## src/rtl/ram_port_arbiter.sv

```systemverilog
// Arbitrates one single-port synchronous RAM between the CPU data port and the VGA screen fetcher.
// Screen wins by default; an aging counter bounds CPU wait. Optional one-entry screen cache: SCREEN_CACHE_EN.
module ram_port_arbiter #(
  parameter int DATA_WIDTH   = 16,
  parameter int ADDR_WIDTH   = 9,
  parameter int MAX_CPU_WAIT = 4
) (
  input  logic                  CLK_50,
  input  logic                  reset,
  input  logic                  cpu_req,
  input  logic                  cpu_we,
  input  logic [ADDR_WIDTH-1:0] cpu_addr,
  input  logic [DATA_WIDTH-1:0] cpu_wdata,
  output logic                  cpu_stall,
  output logic                  cpu_rvalid,
  output logic [DATA_WIDTH-1:0] cpu_rdata,
  input  logic                  scr_req,
  input  logic [ADDR_WIDTH-1:0] scr_addr,
  output logic                  scr_rvalid,
  output logic [DATA_WIDTH-1:0] scr_rdata,
  output logic [ADDR_WIDTH-1:0] mem_addr,
  output logic                  mem_we,
  output logic [DATA_WIDTH-1:0] mem_wdata,
  input  logic [DATA_WIDTH-1:0] mem_rdata
);

  typedef enum logic [1:0] {OWN_NONE, OWN_CPU, OWN_SCR} owner_e;

  localparam int WAIT_W = (MAX_CPU_WAIT > 0) ? $clog2(MAX_CPU_WAIT + 1) : 1;
  localparam logic [WAIT_W-1:0] WAIT_MAX = WAIT_W'(MAX_CPU_WAIT);

  owner_e                rd_owner_q, rd_owner_d;
  logic [WAIT_W-1:0]     wait_cnt_q, wait_cnt_d;
  logic [DATA_WIDTH-1:0] cpu_hold_q, cpu_hold_d;
  logic [DATA_WIDTH-1:0] scr_hold_q, scr_hold_d;
  logic                  scr_hit_q, scr_hit_d;
  logic                  scr_hit, scr_need, cpu_gnt, scr_gnt;

`ifdef SCREEN_CACHE_EN
  logic                  cache_valid_q, cache_valid_d;
  logic [ADDR_WIDTH-1:0] cache_tag_q, cache_tag_d;
  logic [DATA_WIDTH-1:0] cache_data_q, cache_data_d;
  logic [ADDR_WIDTH-1:0] pend_tag_q, pend_tag_d;
`endif

  // Arbitration and RAM-side outputs; no grant is issued while reset is held.
  always_comb begin
    scr_hit = 1'b0;
`ifdef SCREEN_CACHE_EN
    scr_hit = ~reset & scr_req & cache_valid_q & (scr_addr == cache_tag_q);
`endif
    scr_need  = scr_req & ~scr_hit;
    cpu_gnt   = ~reset & cpu_req & (~scr_need | (wait_cnt_q >= WAIT_MAX));
    scr_gnt   = ~reset & scr_need & ~cpu_gnt;
    cpu_stall = cpu_req & ~cpu_gnt;
    mem_we    = cpu_gnt & cpu_we;
    mem_wdata = cpu_wdata;
    if (cpu_gnt)      mem_addr = cpu_addr;
    else if (scr_gnt) mem_addr = scr_addr;
    else              mem_addr = '0;
  end

  // Read-return side: live RAM data in the return cycle, otherwise the hold register.
  always_comb begin
    cpu_rvalid = ~reset & (rd_owner_q == OWN_CPU);
    scr_rvalid = ~reset & ((rd_owner_q == OWN_SCR) | scr_hit_q);
    if (reset)           cpu_rdata = '0;
    else if (cpu_rvalid) cpu_rdata = mem_rdata;
    else                 cpu_rdata = cpu_hold_q;
    if (reset)                        scr_rdata = '0;
    else if (rd_owner_q == OWN_SCR)   scr_rdata = mem_rdata;
`ifdef SCREEN_CACHE_EN
    else if (scr_hit_q)               scr_rdata = cache_data_q;
`endif
    else                              scr_rdata = scr_hold_q;
  end

  always_comb begin
    if (cpu_gnt & ~cpu_we) rd_owner_d = OWN_CPU;
    else if (scr_gnt)      rd_owner_d = OWN_SCR;
    else                   rd_owner_d = OWN_NONE;

    if (cpu_gnt | ~cpu_req)        wait_cnt_d = '0;
    else if (wait_cnt_q != WAIT_MAX) wait_cnt_d = wait_cnt_q + 1'b1;
    else                           wait_cnt_d = wait_cnt_q;

    cpu_hold_d = cpu_rvalid ? cpu_rdata : cpu_hold_q;
    scr_hold_d = scr_rvalid ? scr_rdata : scr_hold_q;
    scr_hit_d  = scr_hit;
  end

  // NOTE: sequential state uses non-blocking assignments only; all next-state math lives in always_comb.
  always_ff @(posedge CLK_50) begin
    if (reset) begin
      rd_owner_q <= OWN_NONE;
      wait_cnt_q <= '0;
      cpu_hold_q <= '0;
      scr_hold_q <= '0;
      scr_hit_q  <= 1'b0;
    end else begin
      rd_owner_q <= rd_owner_d;
      wait_cnt_q <= wait_cnt_d;
      cpu_hold_q <= cpu_hold_d;
      scr_hold_q <= scr_hold_d;
      scr_hit_q  <= scr_hit_d;
    end
  end

`ifdef SCREEN_CACHE_EN
  // Fill on every screen read return; a CPU write to the cached word (including one in the fill cycle) wins.
  always_comb begin
    cache_valid_d = cache_valid_q;
    cache_tag_d   = cache_tag_q;
    cache_data_d  = cache_data_q;
    pend_tag_d    = scr_gnt ? scr_addr : pend_tag_q;
    if (~reset & (rd_owner_q == OWN_SCR)) begin
      cache_valid_d = 1'b1;
      cache_tag_d   = pend_tag_q;
      cache_data_d  = mem_rdata;
    end
    if (cpu_gnt & cpu_we & (cpu_addr == cache_tag_d)) cache_data_d = cpu_wdata;
  end

  always_ff @(posedge CLK_50) begin
    if (reset) cache_valid_q <= 1'b0;
    else       cache_valid_q <= cache_valid_d;
  end

  // NOTE: tag/data/pending-tag are storage qualified by cache_valid_q, so they carry no reset.
  always_ff @(posedge CLK_50) begin
    cache_tag_q  <= cache_tag_d;
    cache_data_q <= cache_data_d;
    pend_tag_q   <= pend_tag_d;
  end
`endif

endmodule

```

## config.mk

```make
export PLATFORM = sky130hd
export DESIGN_NAME = ram_port_arbiter
export DESIGN_NICKNAME = d
export VERILOG_FILES = /design/src/rtl/ram_port_arbiter.sv
export SDC_FILE = /design/constraint.sdc
export NUM_CORES = 1
export LEC_CHECK = 0
export CAP_MARGIN = 20
export CORE_MARGIN = 5
export CORE_UTILIZATION = 39
export DETAILED_ROUTE_END_ITERATION = 10
export PLACE_DENSITY = 0.86
export SYNTH_ARGS = -nofsm -noshare
export SYNTH_HDL_FRONTEND = slang
export SYNTH_SLANG_ARGS = --single-unit
```

## constraint.sdc

```tcl
create_clock -name CLK_50 -period 3.43 [get_ports CLK_50]
set_clock_uncertainty 0.15 [all_clocks]
set_input_delay 0.686 -clock CLK_50 [delete_from_list [all_inputs] [get_ports CLK_50]]
set_output_delay 0.686 -clock CLK_50 [all_outputs]
set_load 0.05 [all_outputs]
```

==> impl_metrics.yaml <==
routing:
  via_count: 1790
  met1Wirelength_mm: 1.79
  drt_wl_total_mm: 4.72
  drc: 0
  wl_met2_mm: 2.21
  wl_met3_um: 632
  top_layer_used: "met4"
  vias_per_cell: 5.03
  drt_iter0_markers: 77
  wl_per_cell_um: 13.2
  drtPass1Iterations: 4
  antenna_left: 0
timing:
  setup_tns_ns: 0
  relSlewSlack_pct: 65.3
  min_period_ns: 3.08
  period_share_pct: 89.9
  hold_slack_ns: 0.315
  finalHoldViolCount: 0
  rsz0062_at_grt: "no"
  max_slew.worst_pin.slew_ns: 0.519
  drv_slew: 0
  fmax_mhz: 324
  setup_viol: 0
layout:
  drive_above_1_share_pct: 19.4
  diodes: 0
  fin_cells: 356
  fin_area_um2: 2640
  fin_util_pct: 59.7
  syn_to_final_growth_pct: 46.5
  final_cell_mix: "nand2_1 (65), a21oi_1 (64), buf_4 (40)"
  layout_commonest_cell: "nand2_1"
  fin_nets: 360
logic_synthesis:
  synth_nets: 297
  ys_seq_elements: 37
  synthXorXnorAreaFrac_pct: 0
  yosys_most_used_dff: "dfxtp_1"
  synth_compound_area_share_pct: 23.2
  async_reset_ff_share_pct: 0
  ys_seq_area_share_pct: 41.2
  ys.warnings.count: 0
  netlist_area_um2: 1800
  netlist_instances: 240
  synth-simple-area-share_pct: 20.2
  synth_adder_area_share_pct: 1.39
  muxShareOfSynthArea_pct: 0
  synth_cell_types: 17
  synth_top_family_by_area: "compound AO/OA/AOI/OAI gates"
  synth_edf_count: 0
  synth_area_per_cell_um2: 7.50
clock_tree:
  post_cts_buffers: 0
  root_buffer: "clkbuf_8"
  cts_htree_levels: 2
  numClockSinks: 37
  cts_buffers: 5
  cts-resized-gates: 0
  clk_pin_slew_worst_paths_ns: 0.06
  cts.hold.buffers_added: 0
  cts_tree: "done"
  clk_latency_ns: 0.28
  clockBufferDepth: 2
global_routing:
  grt_max_degree: 27
  grt_pass1_vias: 1755
  antenna_found_initial: 0
  overflow: 0
  grt_first_pass_wirelength_mm: 7.58
  grtUsageTotal_pct: 15.4
worst_setup_path:
  cp_data_required_time_ns: 2.59
  crit_family: "buffers and inverters"
  cp_max_fo: 12
  crit_path_top_delay_cell: "clkdlybuf4s50_1"
  path_cells: "clkdlybuf4s50_1, a21boi_2, a32oi_1, nor2_1, buf_12"
  cp.arrival_ns: 2.25
  cp_slowest_stage_delay_ns: 0.62
  worstSetupPathType: "input port to primary output"
  cp-end-kind: "primary output"
  path_buf_inv: 2
  critPathLaunchType: "input port"
status:
  status: "finished clean"
placement:
  place_area_um2: 2520
  dp_hpwl_mm: 3.61
  dp.cells: 348
  port_buffers: 83
  gp_congestion: 0.680
worst_hold_path:
  min-delay-path-class: "flip-flop to flip-flop"
pwr:
  ir_worst_vdd_mv: 0.184
  power_density_nw_per_um2: 405
  leakagePower_nw: 1.05
run:
  drv_cap: 0
die:
  core_um2: 4410
  pin_count: 116
  start_util_pct: 40.8
  die_width_um: 77.9
  die_area_um2: 6070
  rows: 24
  die_h_um: 77.9
[cell usage after synthesis (4+ instances only)]
master | n | area (um^2)
nor2_1 | 12 | 45.0
and2_1 | 4 | 25.0
dfxtp_1 | 37 | 741
clkbuf_1 | 4 | 15.0
buf_6 | 4 | 45.0
nand2_1 | 65 | 244
buf_2 | 6 | 30.0
nor2b_1 | 4 | 25.0
a32oi_1 | 9 | 78.8
a21oi_1 | 64 | 320
buf_4 | 20 | 150
[power by group]
| part | internal, mW | switching (mW) | total [mW] |
|---|---|---|---|
| sequential | 0.443 | 0.00375 | 0.447 |
| combinational | 0.101 | 0.140 | 0.241 |
| clock | 0.237 | 0.142 | 0.379 |
| total | 0.781 | 0.286 | 1.07 |
[path summary, 6_finish.rpt]
path | from | end | slack [ns] | cells after the start
max | cpu_req | mem_addr[5] | 0.35 | 5
min | cpu_hold_q[2]$_SDFFE_PP0P_ | cpu_hold_q[2]$_SDFFE_PP0P_ | 0.31 | 2
max reg2reg | wait_cnt_q[2]$_SDFFE_PP0N_ | wait_cnt_q[1]$_SDFFE_PP0N_ | 2.14 | 3
min reg2reg | cpu_hold_q[2]$_SDFFE_PP0P_ | cpu_hold_q[2]$_SDFFE_PP0P_ | 0.31 | 2
[tightest hold or removal path, delay by kind of cell, from the launching register on]
kind	cells	cell delay [ns]
AOI/OAI and AO/OA	1	0.06
DFF	1	0.30
and+or+nand+nor	1	0.06
[metrics by stage]
step           setup slack [ns]  total power [mW]
3_3_place_gp              0.363             0.697
2_1_floorplan             0.479             0.642
4_1_cts                   0.345              1.08
3_5_place_dp              0.347             0.700
6_report                  0.347              1.07
5_1_grt                   0.208              1.11
[cell families (layout without fill, tap and decap cells)]
group / Yosys count / after routing
DFF: 37 / 37
adders and majority gates: 2 / 2
and+or+nand+nor: 89 / 89
AOI/OAI and AO/OA: 75 / 75
buffers and inverters: 37 / 101
[routing by layer]
metal  up-vias  global-route usage, %
li1        911                      -
met1       796                   15.1
met2        71                   27.0
met3        12                   8.45
met4         0                   6.08
met5         -                      0
[final cells by class]
| class | count | area, um^2 |
|---|---|---|
| inverters | 3 | 11.3 |
| flip-flops and latches | 37 | 741 |
| well taps | 52 | 65.1 |
| clock inverters | 1 | 30.0 |
| repair buffers | 90 | 896 |
| fillers | 404 | 1780 |
| clock buffers | 7 | 86.3 |
| multi-input cells | 166 | 807 |
[flip-flops by register name (all words and copies together) (netlist names)]
register and flops:
cpu_hold_q 16, rd_owner_q 2, scr_hold_q 16, wait_cnt_q 3
Note: power is estimated with default switching activity, not from simulation.
